$ cat src/rtl/treeval_pkg.sv
// Shared widths, node record layout and loader state encoding for the treeval evaluator.
package treeval_pkg;

    localparam int unsigned W_ADDR         = 10;
    localparam int unsigned W_ACTION       = 3;
    localparam int unsigned W_REWARD       = 12;
    localparam int unsigned W_WEIGHT       = 7;
    localparam int unsigned MAX_DATA_WIDTH = 12;
    localparam int unsigned MAX_NUM_NODES  = 1024;

    // Parent value the evaluator expects for the root node.
    localparam logic [W_ADDR-1:0] ROOT_PARENT = '1;

    typedef struct packed {
        logic [W_ADDR-1:0]   addr;
        logic [W_ADDR-1:0]   parent;
        logic [W_ACTION-1:0] action;
        logic [W_REWARD-1:0] reward;
        logic [W_WEIGHT-1:0] weight;
    } node_rec_t;

    typedef enum logic [2:0] {
        LdIdle,
        LdLoad,
        LdConf,
        LdKick,
        LdRun,
        LdResult
    } loader_state_e;

    typedef enum logic [1:0] {
        FieldPar,
        FieldAct,
        FieldRew,
        FieldWgt
    } field_phase_e;

endpackage

$ cat src/rtl/treeval_field_serializer.sv
// Holds one node record and emits its PAR/ACT/REW/WGT field strobes on four consecutive cycles.
module treeval_field_serializer
    import treeval_pkg::*;
(
    input  logic                      clk,
    input  logic                      rst,
    input  logic                      rec_valid,
    output logic                      rec_ready,
    input  node_rec_t                 rec,
    output logic                      busy,
    output logic                      done,
    output logic                      mem_par,
    output logic                      mem_act,
    output logic                      mem_rew,
    output logic                      mem_weight,
    output logic [W_ADDR-1:0]         mem_addr,
    output logic [MAX_DATA_WIDTH-1:0] mem_data
);

    node_rec_t    rec_q;
    logic         held_q;
    field_phase_e phase_q;
    logic         last_phase;
    logic         accept;

    assign last_phase = held_q && (phase_q == FieldWgt);
    // A new record may be taken while the last field of the current one is on the bus.
    assign rec_ready  = !held_q || last_phase;
    assign accept     = rec_valid && rec_ready;
    assign busy       = held_q;
    assign done       = last_phase;

    always_ff @(posedge clk or posedge rst) begin
        if (rst) begin
            held_q  <= 1'b0;
            phase_q <= FieldPar;
            rec_q   <= '0;
        end else if (accept) begin
            held_q  <= 1'b1;
            phase_q <= FieldPar;
            rec_q   <= rec;
        end else if (held_q) begin
            phase_q <= field_phase_e'(phase_q + 2'd1);
            if (last_phase) begin
                held_q <= 1'b0;
            end
        end
    end

    always_comb begin
        mem_par    = 1'b0;
        mem_act    = 1'b0;
        mem_rew    = 1'b0;
        mem_weight = 1'b0;
        mem_addr   = '0;
        mem_data   = '0;
        if (held_q) begin
            mem_addr = rec_q.addr;
            unique case (phase_q)
                FieldPar: begin
                    mem_par  = 1'b1;
                    mem_data = (rec_q.addr == '0) ? MAX_DATA_WIDTH'(ROOT_PARENT)
                                                  : MAX_DATA_WIDTH'(rec_q.parent);
                end
                FieldAct: begin
                    mem_act  = 1'b1;
                    mem_data = MAX_DATA_WIDTH'(rec_q.action);
                end
                FieldRew: begin
                    mem_rew  = 1'b1;
                    mem_data = MAX_DATA_WIDTH'(rec_q.reward);
                end
                FieldWgt: begin
                    mem_weight = 1'b1;
                    mem_data   = MAX_DATA_WIDTH'(rec_q.weight);
                end
            endcase
        end
    end

endmodule

$ cat src/rtl/treeval_loader.sv
// Load/config sequencer for the treeval evaluator: streams node records, programs the node count,
// kicks the evaluator and returns the root result. Optional RUN watchdog: TREEVAL_LOADER_TIMEOUT_EN.
module treeval_loader #(
`ifdef TREEVAL_LOADER_TIMEOUT_EN
    parameter int unsigned TIMEOUT_CYCLES = 65535,
`endif
    parameter int unsigned MAX_NODES      = treeval_pkg::MAX_NUM_NODES,
    parameter int unsigned W_ADDR         = treeval_pkg::W_ADDR,
    parameter int unsigned SETTLE_PASSES  = 2
) (
    input  logic                                   clk,
    input  logic                                   rst,
    input  logic                                   start,
    input  logic                                   in_valid,
    output logic                                   in_ready,
    input  logic [W_ADDR-1:0]                      in_addr,
    input  logic [W_ADDR-1:0]                      in_parent,
    input  logic [treeval_pkg::W_ACTION-1:0]       in_action,
    input  logic [treeval_pkg::W_REWARD-1:0]       in_reward,
    input  logic [treeval_pkg::W_WEIGHT-1:0]       in_weight,
    input  logic                                   in_last,
    output logic                                   tv_rst,
    output logic                                   tv_mem_par,
    output logic                                   tv_mem_act,
    output logic                                   tv_mem_rew,
    output logic                                   tv_mem_weight,
    output logic [W_ADDR-1:0]                      tv_mem_addr,
    output logic [treeval_pkg::MAX_DATA_WIDTH-1:0] tv_mem_data,
    output logic                                   tv_conf_nodes,
    output logic [W_ADDR-1:0]                      tv_conf_data,
    input  logic                                   tv_exp_change,
    input  logic [treeval_pkg::W_REWARD-1:0]       tv_exp,
    input  logic [treeval_pkg::W_ACTION-1:0]       tv_act,
    output logic                                   res_valid,
    input  logic                                   res_ready,
    output logic [treeval_pkg::W_REWARD-1:0]       res_exp,
    output logic [treeval_pkg::W_ACTION-1:0]       res_act,
    output logic                                   busy,
    output logic                                   err
);
    import treeval_pkg::*;

    localparam logic [2:0] ST_IDLE   = LdIdle;
    localparam logic [2:0] ST_LOAD   = LdLoad;
    localparam logic [2:0] ST_CONF   = LdConf;
    localparam logic [2:0] ST_KICK   = LdKick;
    localparam logic [2:0] ST_RUN    = LdRun;
    localparam logic [2:0] ST_RESULT = LdResult;

    localparam int unsigned      W_CNT   = $clog2(MAX_NODES + 1);
    localparam logic [W_CNT-1:0] MAX_CNT = W_CNT'(MAX_NODES);
    localparam logic [3:0]       SETTLE  = 4'(SETTLE_PASSES);

    logic [2:0]          state_q, state_d;
    logic [W_CNT-1:0]    count_q, count_d;
    logic                last_q, last_d;
    logic                err_q, err_d;
    logic [3:0]          pass_q, pass_d;
    logic [W_REWARD-1:0] res_exp_q, res_exp_d;
    logic [W_ACTION-1:0] res_act_q, res_act_d;

    logic      ser_ready, ser_busy, ser_done, ser_valid;
    logic      accept, room, count_ok;
    node_rec_t in_rec;

    assign in_ready  = (state_q == ST_LOAD) && !last_q && ser_ready;
    assign accept    = in_valid && in_ready;
    assign room      = count_q < MAX_CNT;
    // Records beyond the buffer depth are acknowledged but never written.
    assign ser_valid = accept && room;
    assign count_ok  = (count_q >= W_CNT'(2)) && (count_q <= MAX_CNT);

    always_comb begin
        in_rec        = '0;
        in_rec.addr   = in_addr;
        in_rec.parent = in_parent;
        in_rec.action = in_action;
        in_rec.reward = in_reward;
        in_rec.weight = in_weight;
    end

    treeval_field_serializer u_ser (
        .clk        (clk),
        .rst        (rst),
        .rec_valid  (ser_valid),
        .rec_ready  (ser_ready),
        .rec        (in_rec),
        .busy       (ser_busy),
        .done       (ser_done),
        .mem_par    (tv_mem_par),
        .mem_act    (tv_mem_act),
        .mem_rew    (tv_mem_rew),
        .mem_weight (tv_mem_weight),
        .mem_addr   (tv_mem_addr),
        .mem_data   (tv_mem_data)
    );

`ifdef TREEVAL_LOADER_TIMEOUT_EN
    localparam logic [15:0] WDOG_LIMIT = 16'(TIMEOUT_CYCLES - 1);
    logic [15:0] wdog_q;

    always_ff @(posedge clk or posedge rst) begin
        if (rst) begin
            wdog_q <= '0;
        end else begin
            wdog_q <= (state_q == ST_RUN) ? wdog_q + 16'd1 : '0;
        end
    end
`endif

    always_comb begin
        state_d   = state_q;
        count_d   = count_q;
        last_d    = last_q;
        err_d     = err_q;
        pass_d    = pass_q;
        res_exp_d = res_exp_q;
        res_act_d = res_act_q;
        case (state_q)
            ST_IDLE: begin
                if (start) begin
                    state_d = ST_LOAD;
                    count_d = '0;
                    last_d  = 1'b0;
                    err_d   = 1'b0;
                end
            end
            ST_LOAD: begin
                if (accept) begin
                    last_d = in_last;
                    if (room) begin
                        count_d = count_q + W_CNT'(1);
                    end else begin
                        err_d = 1'b1;
                    end
                end
                if (last_q && (ser_done || !ser_busy)) begin
                    state_d = err_q ? ST_IDLE : ST_CONF;
                end
            end
            ST_CONF: begin
                if (count_ok) begin
                    state_d = ST_KICK;
                end else begin
                    err_d   = 1'b1;
                    state_d = ST_IDLE;
                end
            end
            ST_KICK: begin
                pass_d  = '0;
                state_d = ST_RUN;
            end
            ST_RUN: begin
                if (tv_exp_change) begin
                    pass_d = pass_q + 4'd1;
                    if (pass_q + 4'd1 == SETTLE) begin
                        res_exp_d = tv_exp;
                        res_act_d = tv_act;
                        state_d   = ST_RESULT;
                    end
                end
`ifdef TREEVAL_LOADER_TIMEOUT_EN
                if (state_d == ST_RUN && wdog_q == WDOG_LIMIT) begin
                    err_d     = 1'b1;
                    res_exp_d = 12'h800;
                    res_act_d = '0;
                    state_d   = ST_RESULT;
                end
`endif
            end
            ST_RESULT: begin
                if (res_ready) begin
                    state_d = ST_IDLE;
                end
            end
            default: state_d = ST_IDLE;
        endcase
    end

    always_ff @(posedge clk or posedge rst) begin
        if (rst) begin
            state_q   <= ST_IDLE;
            count_q   <= '0;
            last_q    <= 1'b0;
            err_q     <= 1'b0;
            pass_q    <= '0;
            res_exp_q <= '0;
            res_act_q <= '0;
        end else begin
            state_q   <= state_d;
            count_q   <= count_d;
            last_q    <= last_d;
            err_q     <= err_d;
            pass_q    <= pass_d;
            res_exp_q <= res_exp_d;
            res_act_q <= res_act_d;
        end
    end

    assign tv_rst        = rst || (state_q == ST_KICK);
    assign tv_conf_nodes = (state_q == ST_CONF) && count_ok;
    assign tv_conf_data  = count_q[W_ADDR-1:0];
    assign res_valid     = (state_q == ST_RESULT);
    assign res_exp       = res_exp_q;
    assign res_act       = res_act_q;
    assign busy          = (state_q != ST_IDLE);
    assign err           = err_q;

endmodule
$ cat config.mk
export PLATFORM = sky130hd
export DESIGN_NAME = treeval_loader
export DESIGN_NICKNAME = d
export VERILOG_FILES = /design/src/rtl/treeval_pkg.sv /design/src/rtl/treeval_field_serializer.sv /design/src/rtl/treeval_loader.sv
export SDC_FILE = /design/constraint.sdc
export NUM_CORES = 1
export LEC_CHECK = 0
export BUFFER_PORTS_ARGS = -buffer_cell sky130_fd_sc_hd__clkbuf_2
export CORE_ASPECT_RATIO = 2
export CORE_MARGIN = 4
export CORE_UTILIZATION = 35
export DETAILED_ROUTE_END_ITERATION = 12
export SLEW_MARGIN = 40
export SYNTH_ARGS = -nofsm -noshare
export SYNTH_HDL_FRONTEND = slang
export SYNTH_SLANG_ARGS = --single-unit
export TNS_END_PERCENT = 5
$ cat constraint.sdc
create_clock -name clk -period 4.7 [get_ports clk]
set_clock_uncertainty 0.2 [all_clocks]
set_input_delay 1.175 -clock clk [delete_from_list [all_inputs] [get_ports clk]]
set_output_delay 1.175 -clock clk [all_outputs]
set_load 0.02 [all_outputs]
Yosys cells after proc, flatten, opt, wreduce, memory -nomap -nowiden --
Cells that the tools add are included.
Word-level totals: flip-flop bits (word level) 80, bits of input ports 64, output and inout bits 57
Cells by class: add/subtract/negate cells 3, order comparisons 3, equal/unequal tests 18, mux-type cells 38, reduce and logical (&&, ||, !) cells 27
Operator list (count):
- 12-bit one-hot mux with 4 select lines | 1
- 11-bit two-way mux | 3
- 11-bit one-hot mux with 2 select lines | 1
- 10-bit two-way mux | 2
- 3-bit one-hot mux with 6 select lines | 1
- 1-bit two-way mux | 16
- 3-bit two-way mux | 5
- 2-bit inequality test, second input constant | 7
- 12-bit two-way mux | 1
- 11-bit by 1-bit adder with 11-bit output, second input constant | 1
- 11-bit by 2-bit >= comparator with 1-bit output, second input constant | 1
- 11-bit less-or-equal comparator, second input constant | 1
- 11-bit less-than comparator, second input constant | 1
- 10-bit logical NOT | 1
- 5-bit AND reduction | 2
- 1-bit logical AND | 9
- 2-bit two-way mux | 4
- 4-bit one-hot mux with 2 select lines | 1
- 3-bit by 2-bit == test with 1-bit output, second input constant | 2
- 3-bit == test, second input constant | 2
- 3-bit AND reduction | 2
- 2-bit nonzero test | 3
- 3-bit nonzero test | 2
- 4-bit by 1-bit adder with 4-bit output, second input constant | 1
- other kinds (15) | 19

Depth between registers and ports, before layout --
Gate-level depths: netlist of the first run.
depth in word-level cells 8, gate-level depth with buffers 7, mapped depth without buffers 6

Modules after synthesis --
From an unflattened synthesis of the first run, not the netlist that was laid out.
Unflattened totals: cells, all modules 357, area total of the unflattened synthesis 4068.9 um2
Modules (own cells, without submodules):
- treeval_field_serializer | instances 1, cells an instance 161, area an instance 2130.8 um2, sequential area each 1126.1 um2
- treeval_loader | instances 1, cells an instance 196, area an instance 1938.1 um2, sequential area each 875.8 um2

Worst setup path before layout of the first run --
Ideal clock, no wire load.
kind input to output, start point input rst, end point output tv_rst, data arrival time 3.346 ns, data required time 3.325 ns, path slack -0.021 ns, cell stages on the path 2, buffers on the path 0, cells stage by stage inv_1 > nand2_1
On the way: word-level cells in the longest chain between the ends 1
RTL lines:
- start, declared | RTL line treeval_loader.sv:12 | input logic rst,
- 1-bit logical OR | RTL line treeval_loader.sv:200 | assign tv_rst = rst || (state_q == ST_KICK);
- end, declared | RTL line treeval_loader.sv:22 | output logic tv_rst,
No other way between the ends.

Worst setup path after layout of the first run --
start point register u_ser.rec_q[38] (netlist name), end point output tv_mem_data[9] (netlist name)
On the way: word-level cells in the longest chain between the ends 4
RTL lines:
- start, declared | RTL line treeval_field_serializer.sv:20 | node_rec_t rec_q;
- start signal, assigned | RTL line treeval_field_serializer.sv:41 | rec_q <= rec;
- 10-bit logical NOT | RTL line treeval_field_serializer.sv:62 | mem_data = (rec_q.addr == '0) ? MAX_DATA_WIDTH'(ROOT_PARENT)
- 10-bit two-way mux | RTL line treeval_field_serializer.sv:62
- 12-bit one-hot mux with 4 select lines | RTL line treeval_field_serializer.sv:59 | unique case (phase_q)
- 12-bit two-way mux | RTL line treeval_field_serializer.sv:57 | if (held_q) begin
- end, declared | RTL line treeval_loader.sv:28 | output logic [treeval_pkg::MAX_DATA_WIDTH-1:0] tv_mem_data,
No other way between the ends.

==> impl_metrics.tcl, run 1 <==
set metrics [dict create \
    status "complete, no violations" \
    areaGrowthSynthToFinish_pct 23.7 \
    maxCapViolCount 0 \
    worstMarginPinSlew_ns 0.831 \
    overflow 0 \
    max_freq_mhz 264 \
    p_leak_uw 0.00247 \
    yosys.area.top_type_share_pct 49.1 \
    grt_pass1_wl_um 16600 \
    die_w_um 84.3 \
    synth-xor-area-share_pct 0.644 \
    cts_root_buffer "clkbuf_16" \
    path_cells "or4_1 -> o41ai_4 -> nor2_1 -> a21oi_1 -> clkbuf_2" \
    finalHoldViolations 0 \
    power_uw 3340 \
    ant_nets 0 \
    synth_edf_count 0 \
    cts.path.max_buffers 2 \
    cp-start-kind "flop" \
    rsz0062_at_grt "no" \
    fp.dieH_um 161 \
    holdWs_ns 0.296 \
    path_buf_inv 1 \
    p_switching_uw 1290 \
    final.setup.tns_ns 0 \
    drtPass1Iterations 4 \
    antenna_found_initial 0 \
    routabilityCongestion 0.805 \
    clockPowerShare_pct 22.8 \
    synth_compound_area_share_pct 11.9 \
    synth_adder_area_share_pct 2.76 \
    synthSimpleGateAreaFrac_pct 14.3 \
    ys_async_sr_fraction_pct 100 \
    synth.distinct_cells 52 \
    hold_buffers 0 \
    netlist_area_um2 4080 \
    synthMuxAreaShare_pct 16.0 \
    postCtsSetupBuffers 0 \
    slowest_delay_ns 0.69 \
    dp_slack_ns 1.26 \
    worst-path-stages 5 \
    synth_top_family_by_area "multiplexers" \
    nets 536 \
    synth-main-ff-cell "dfrtp_1" \
    portBuffers 120 \
    synth_area_leaders "dfrtp_1 (49%), mux2_2 (15%), and2_1 (2.8%)" \
    grt_usage_pct 15.4 \
    drive_gt1_share_pct 42.9 \
    critical_path_required_ns 3.32 \
    dieArea_um2 13500 \
    cp-end-kind "output pin" \
    min_period_over_period_pct 80.4 \
    drc 0 \
    r2r_slack_ns 2.01 \
    arrival_ns 2.41 \
    routed_wl_um 10400 \
    ys_seq_area_share_pct 49.1 \
    period_minus_slack_ns 3.78 \
    clk_pin_slew_ns 0.06 \
    fin_ws_ns 0.919 \
    postSynthCellCount 358 \
    power.density_nw_per_um2 661 \
    yosys-top-cells-count "dfrtp_1 (80), mux2_2 (55), nand2_1 (25)" \
    ys_ff_latch 80 \
    first_global_vias 3338 \
    cpMaxStageDelayCell "o41ai_4" \
    cts.repair.resized 0 \
    slew_headroom_pct 44.5 \
    cts.sinks 80 \
    pwr-share-comb_pct 42.4 \
    syn_area_per_cell_um2 11.4 \
    ir_drop_v 0.000280 \
    grt_max_degree 72 \
    crit_fanout 10 \
    synth_fp_nets 431 \
    critPathTopFamily "compound AO/OA/AOI/OAI gates" \
    p_int_uw 2040 \
    insertion_delay_ns 0.33 \
    cts_tree "done" \
    crit_type "flop to output pin" \
    htreeDepth 3 \
    rows 55 \
    swShare_pct 38.8 \
    first_iter_violations 155 \
    holdPathStages 1 \
    synth_most_common_cell "dfrtp_1" \
    initial_core_util_pct 35.9 \
    wl_per_cell_um 17.0 \
    antenna_cells 0 \
    io_pins 121 \
    vias 3182 \
    via_per_inst 5.22 \
    dp_hpwl_um 7840 \
    hp-class "flop to flop" \
    setup-violations-final 0 \
    ys.warnings.count 0 \
    seqPwrFrac_pct 34.9 \
    slew_viol_final 0 \
    synth_area_leader_cell "dfrtp_1" \
    r2r_cells 6 \
    cts_buffers 9 \
    core-area_um2 11400 \
]
-- state kept, by name, summed over array words and instances (netlist names) --
| signal | count |
|---|---|
| count_q | 11 |
| err | 1 |
| last_q | 1 |
| pass_q | 4 |
| res_act | 3 |
| res_exp | 12 |
| state_q | 3 |
| u_ser.busy | 1 |
| u_ser.phase_q | 2 |
| u_ser.rec_q | 42 |
-- worst reg2reg max path, cell delays in order, from the launching register on --
cell and delay [ns]:
dfrtp_1 0.41, ha_1 0.42, nand2b_1 0.25, nand3_1 0.17, nor3_4 0.18, buf_4 0.50, mux2_2 0.45
-- final timing paths --
kind / start / to
worst max-delay path: u_ser.rec_q[38] / tv_mem_data[9]
worst min-delay path: u_ser.rec_q[35] / u_ser.rec_q[35]
worst max register to register: u_ser.phase_q[0] / u_ser.rec_q[40]
worst min register to register: u_ser.rec_q[35] / u_ser.rec_q[35]
max in group asynchronous: rst / u_ser.rec_q[20]
min in group asynchronous: rst / state_q[2]
-- power by group through the flow --
stage                     Combinational, uW  Sequential [uW]  Clock, uW
after floorplan                        1130             1080          0
final                                  1410             1160        760
after global placement                 1410             1160          0
after global routing                   1540             1210        809
after detailed placement               1440             1180          0
after CTS                              1440             1170        782
-- stage by stage --
stage,cells,utilization [%],cell area [um^2]
global placement,594,41.4,4700
global route,610,44.4,5040
floorplan,358,-,4080
detailed placement,594,41.5,4710
finish,610,44.4,5040
CTS,610,44.4,5040
-- cells in the final DEF (no fill, tap or decap), drive strengths merged, types with 3 or more instances in the layout --
cell and count:
a221oi 3, ha 9, a21oi 16, and3 5, o211a 7, and4 3, clkbuf 130, nand2b 3
inv 8, o31ai 6, a221o 4, nor3 4, nand3 10, nor2 18, mux2 57, buf 3
nor2b 5, dfrtp 80, o21ai 5, a211o 3, or4 7, nor4 3, a22oi 3, and2 18
nand2 25, clkinvlp 3
-- kinds of logic after synthesis --
| family | after synthesis |
|---|---|
| compound gates | 62 |
| flops | 80 |
| buf+inv | 38 |
| simple gates | 108 |
| fa+ha+maj | 9 |
| xor+xnor | 3 |
| mux | 58 |
-- metal layers --
metal  share of wire [%]  up-vias  wire [um]  global-route usage (%)
met5                   0        -          0                       0
met4                 2.7        0        280                    7.03
met3                 5.0       18        513                    3.23
met2                  55      103       5660                    28.1
met1                  38     1567       3900                    16.7
li1                    -     1494          -                       -
-- cell type report --
class / count / area, um^2
fillers: 1113 / 6310
flip-flops and latches: 80 / 2000
multi-input cells: 240 / 1870
repair buffers: 123 / 627
clock buffers: 10 / 239
well taps: 142 / 178
clock inverters: 6 / 92.6
inverters: 9 / 37.5
(Power assumes the default switching activity.)
==> run 2, diff against run 1 <==
==> constraint.sdc (replaced) <==
create_clock -name clk -period 3.9 [get_ports clk]
set_clock_uncertainty 0.2 [all_clocks]
set_input_delay 0.975 -clock clk [delete_from_list [all_inputs] [get_ports clk]]
set_output_delay 0.975 -clock clk [all_outputs]
set_load 0.02 [all_outputs]
==> impl_metrics.tcl, run 2 (synthesized netlist as in run 1, its figures left out) <==
set metrics [dict create \
    grt_util_met3_pct 3.95 \
    finalHoldViolations 0 \
    overflow 0 \
    met2_usage_pct 29.6 \
    first_iter_violations 133 \
    critical_path_required_ns 2.72 \
    htreeDepth 3 \
    min_from "res_exp[9]" \
    grt_usage_pct 15.8 \
    dp_hpwl_um 7870 \
    hold_buffers 0 \
    cts_root_buffer "clkbuf_16" \
    vias 3176 \
    ir_drop_v 0.000412 \
    ant_nets 0 \
    final_common_cell "clkbuf_2" \
    areaGrowthSynthToFinish_pct 22.3 \
    rows 55 \
    io_pins 121 \
    min_period_over_period_pct 91.7 \
    cts.sinks 80 \
    power.density_nw_per_um2 778 \
    antenna_cells 0 \
    core-area_um2 11400 \
    cts_tree "done" \
    grt_busiest_layer "met2" \
    maxCapViolCount 0 \
    p_leak_uw 0.00246 \
    crit_start "u_ser.rec_q[38]" \
    insertion_delay_ns 0.33 \
    via_per_inst 5.20 \
    crit_type "flop to output pin" \
    worstMarginPinSlew_ns 0.761 \
    final.setup.tns_ns 0 \
    setup-violations-final 0 \
    cp-start-kind "flop" \
    dieArea_um2 13500 \
    cp-end-kind "output pin" \
    final_cell_mix "clkbuf_2 (120), dfrtp_1 (80), mux2_2 (55), nand2_1 (25)" \
    arrival_ns 2.40 \
    drtPass1Iterations 4 \
    grt_max_degree 81 \
    grt_pass1_wl_um 16900 \
    largest-register "u_ser.rec_q" \
    max_freq_mhz 280 \
    fin_ws_ns 0.326 \
    first_global_vias 3405 \
    use_met1_pct 16.0 \
    crit_fanout 10 \
    nFillCells 1122 \
    period_minus_slack_ns 3.57 \
    dp_slack_ns 0.652 \
    portBuffers 120 \
    routabilityCongestion 0.816 \
    nets 538 \
    largest_reg_flops 42 \
    initial_core_util_pct 35.9 \
    slew_viol_final 0 \
    clk_pin_slew_ns 0.06 \
    cts.path.max_buffers 2 \
    routed_wl_um 10500 \
    hp-class "flop to flop" \
    drc 0 \
    wl_per_cell_um 17.1 \
    multiInputGateArea_um2 1860 \
    slew_headroom_pct 49.3 \
    r2r_start "state_q[0]" \
    rsz0062_at_grt "no" \
    final-seq-area_um2 2000 \
    fp.dieH_um 161 \
    cts.repair.resized 0 \
    die_w_um 84.3 \
    cts_buffers 9 \
    drive_gt1_share_pct 42.4 \
    antenna_found_initial 0 \
    postCtsSetupBuffers 0 \
    status "complete, no violations" \
]
==> run 2: changes by cell type in the layout (fill, tap and decap cells not counted), sizes merged <==
cell / before / now
buf: 3 / 5
bufinv: 2 / 0
clkbuf: 130 / 132
clkinv: 2 / 3
clkinvlp: 3 / 1
==> run 2: final cells by class <==
class	instances	share of cell area (%)
Clock buffer	12	4.94
Clock inverter	3	0.376
Inverter	9	0.752
Multi-Input combinational cell	240	37.3
Sequential cell	80	40.1
Tap cell	142	3.56
Timing Repair Buffer	125	12.9
==> run 2: path summary, 6_finish.rpt <==
kind | endpoint | slack, ns | cells after the start
max reg2reg | u_ser.rec_q[31] | 1.19 | 4
min | res_exp[9] | 0.30 | 1
max | tv_mem_data[9] | 0.33 | 5
max in group asynchronous | u_ser.rec_q[29] | 2.30 | 3
min in group asynchronous | res_exp[3] | 0.64 | 3
min reg2reg | res_exp[9] | 0.30 | 1
==> run 2: report_power, final <==
group	leakage [uW]	switching, uW	total, uW	internal, uW
logic	0.00132	976	1730	754
clock network	0.000132	318	762	444
registers	0.00101	256	1390	1130
==> run 2: metrics by stage <==
stage,util [%],cell area (um^2),hold slack (ns),power [uW],cells
floorplan,-,4080,0.263,2670,358
global placement,41.5,4710,0.280,3100,595
detailed placement,41.5,4710,0.294,3160,595
CTS,43.8,4980,0.307,3950,610
global route,43.9,4990,0.324,4150,611
finish,43.9,4990,0.303,3880,611
==> run 2: layer usage <==
layer / vias to the layer above / part of all wire (%)
met2: 101 / 57
met4: 0 / 1.9
met3: 14 / 6.0
met1: 1563 / 35
li1: 1498 / -
met5: - / 0
==> run 2: worst max-delay path, cell delays in order, from the launching register on <==
cell and delay (ns):
dfrtp_1 0.38, or4_1 0.57, o41ai_4 0.69, nor2_1 0.09, a21oi_1 0.15, clkbuf_2 0.19
==> run 3, diff against run 2 <==
--- a/config.mk
+++ b/config.mk
@@ -5,6 +5,7 @@
 export SDC_FILE = /design/constraint.sdc
 export NUM_CORES = 1
 export LEC_CHECK = 0
+export ABC_AREA = 1
 export BUFFER_PORTS_ARGS = -buffer_cell sky130_fd_sc_hd__clkbuf_2
 export CORE_ASPECT_RATIO = 2
 export CORE_MARGIN = 4
==> impl_metrics.tcl, run 3 <==
set metrics [dict create \
    status "complete, no violations" \
    areaGrowthSynthToFinish_pct 21.0 \
    die_w_um 87.1 \
    nets 680 \
    seqPwrFrac_pct 33.3 \
    synth_area_leaders "dfrtp_1 (46%), nand2_1 (10%), mux2_4 (9.9%)" \
    overflow 0 \
    cp-start-kind "flop" \
    ys_ff_latch 80 \
    cts_root_buffer "clkbuf_16" \
    final_common_cell "nand2_1" \
    netlist_area_um2 4380 \
    grt_max_degree 81 \
    p_switching_uw 1680 \
    crit_type "flop to output pin" \
    fp.dieH_um 166 \
    clk_pin_slew_ns 0.07 \
    nFillCells 1204 \
    ys.warnings.count 0 \
    first_iter_violations 109 \
    clockPowerShare_pct 21.3 \
    period_minus_slack_ns 3.31 \
    dp_hpwl_um 7900 \
    path_buf_inv 3 \
    min_period_over_period_pct 84.8 \
    swShare_pct 40.9 \
    vias 3582 \
    ant_nets 0 \
    final_cell_mix "nand2_1 (122), clkbuf_2 (120), dfrtp_1 (80), inv_1 (56), nor2_1 (52)" \
    portBuffers 120 \
    max_freq_mhz 302 \
    slowest_delay_ns 0.43 \
    antenna_found_initial 0 \
    core-area_um2 12200 \
    cts.repair.resized 0 \
    cts_tree "done" \
    slew_viol_final 0 \
    pwr-share-comb_pct 45.3 \
    rows 57 \
    path_cells "inv_1 -> ha_1 -> inv_1 -> or2_2 -> nor2_1 -> nor2_1 -> clkbuf_2" \
    worst-path-stages 7 \
    drive_gt1_share_pct 32.8 \
    finalHoldViolations 0 \
    synth_edf_count 0 \
    routed_wl_um 10400 \
    routabilityCongestion 0.802 \
    arrival_ns 2.13 \
    p_int_uw 2420 \
    worstMarginPinSlew_ns 0.747 \
    synth-main-ff-cell "dfrtp_1" \
    cts_buffers 9 \
    multiInputGateArea_um2 1940 \
    cts.path.max_buffers 2 \
    postSynthCellCount 500 \
    final.setup.tns_ns 0 \
    maxCapViolCount 0 \
    final-seq-area_um2 2000 \
    io_pins 121 \
    yosys.area.top_type_share_pct 45.7 \
    power.density_nw_per_um2 773 \
    r2r_cells 9 \
    grt_usage_pct 14.8 \
    largest_reg_flops 42 \
    cts.sinks 80 \
    p_leak_uw 0.00299 \
    grt_pass1_wl_um 17200 \
    antenna_cells 0 \
    hp-class "flop to flop" \
    holdWs_ns 0.304 \
    drc 0 \
    synth_fp_nets 573 \
    holdPathStages 2 \
    rsz0062_at_grt "no" \
    largest-register "u_ser.rec_q" \
    cpMaxStageDelayCell "dfrtp_1" \
    htreeDepth 3 \
    slew_headroom_pct 50.2 \
    synth.distinct_cells 31 \
    insertion_delay_ns 0.34 \
    ys_async_sr_fraction_pct 100 \
    ir_drop_v 0.000336 \
    critical_path_required_ns 2.72 \
    dieArea_um2 14500 \
    wl_per_cell_um 13.7 \
    ys_seq_area_share_pct 45.7 \
    crit_fanout 12 \
    critPathTopFamily "buffers and inverters" \
    drtPass1Iterations 4 \
    synth_area_leader_cell "dfrtp_1" \
    syn_area_per_cell_um2 8.77 \
    postCtsSetupBuffers 0 \
    via_per_inst 4.72 \
    synth_most_common_cell "nand2_1" \
    first_global_vias 3702 \
    hold_buffers 0 \
    fin_util_pct 43.5 \
    initial_core_util_pct 35.9 \
    cp-end-kind "output pin" \
    setup-violations-final 0 \
    yosys-top-cells-count "nand2_1 (122), dfrtp_1 (80), inv_1 (57)" \
]
-- run 3: cell types whose count changed after synthesis, moves of 21 or more --
| cell | before | now |
|---|---|---|
| mux2_2 | 55 | 0 |
| inv_1 | 9 | 57 |
| nand2_1 | 25 | 122 |
| mux2_4 | 0 | 29 |
| nor2_1 | 18 | 52 |
| o21ai_0 | 5 | 26 |
-- run 3: power by group through the flow --
stage | logic, uW | clock network, uW | registers (uW)
2_1_floorplan | 1390 | 0 | 1400
3_3_place_gp | 1850 | 0 | 1370
3_5_place_dp | 1880 | 0 | 1370
4_1_cts | 1890 | 907 | 1370
5_1_grt | 2060 | 940 | 1410
6_report | 1860 | 876 | 1370
-- run 3: per-layer routing --
metal / track usage [%] / vias up / routed length (um)
met5: 0 / - / 0
met4: 6.88 / 0 / 333
met3: 4.17 / 23 / 690
met2: 26.5 / 120 / 5460
met1: 15.6 / 1654 / 3900
li1: - / 1785 / -
-- run 3: kinds of logic (layout without fill, tap and decap cells) --
| kind of cell | after synthesis | in the layout | share of synthesized area [%] |
|---|---|---|---|
| compound gates | 57 | 57 | 7.56 |
| simple gates | 230 | 230 | 23.1 |
| mux | 30 | 30 | 10.2 |
| fa+ha+maj | 9 | 9 | 2.57 |
| flops | 80 | 80 | 45.7 |
| xor+xnor | 4 | 4 | 0.799 |
| buf+inv | 90 | 202 | 10.1 |
-- run 3: final cells by class --
class	instances	area share (%)
repair buffers	124	12.0
well taps	147	3.47
multi-input cells	330	36.6
clock buffers	9	4.25
flip-flops and latches	80	37.7
clock inverters	7	1.58
inverters	62	4.46
-- run 3: final timing paths --
| path | from | to | slack [ns] |
|---|---|---|---|
| setup / recovery | u_ser.phase_q[0] | tv_mem_data[5] | 0.59 |
| hold / removal | res_exp[3] | res_exp[3] | 0.30 |
| setup reg to reg | u_ser.phase_q[0] | u_ser.rec_q[34] | 1.18 |
| hold reg to reg | res_exp[3] | res_exp[3] | 0.30 |
| max in group asynchronous | rst | u_ser.rec_q[33] | 2.35 |
| min in group asynchronous | rst | pass_q[1] | 0.65 |
-- run 3: metrics by stage --
stage               worst slack, ns  total power [uW]  area [um^2]  cells
floorplan                     0.134              2790         4390    500
global placement               1.05              3220         4990    743
detailed placement            0.941              3260         5000    743
CTS                           0.563              4160         5310    759
global route                  0.414              4410         5310    759
finish                        0.592              4100         5310    759
-- run 3: tightest hold or removal path: cells and delay by family (launching register included) --
| kind | cells | cell delay [ns] |
|---|---|---|
| AOI/OAI and AO/OA | 1 | 0.08 |
| DFF | 1 | 0.34 |
| and+or+nand+nor | 1 | 0.06 |
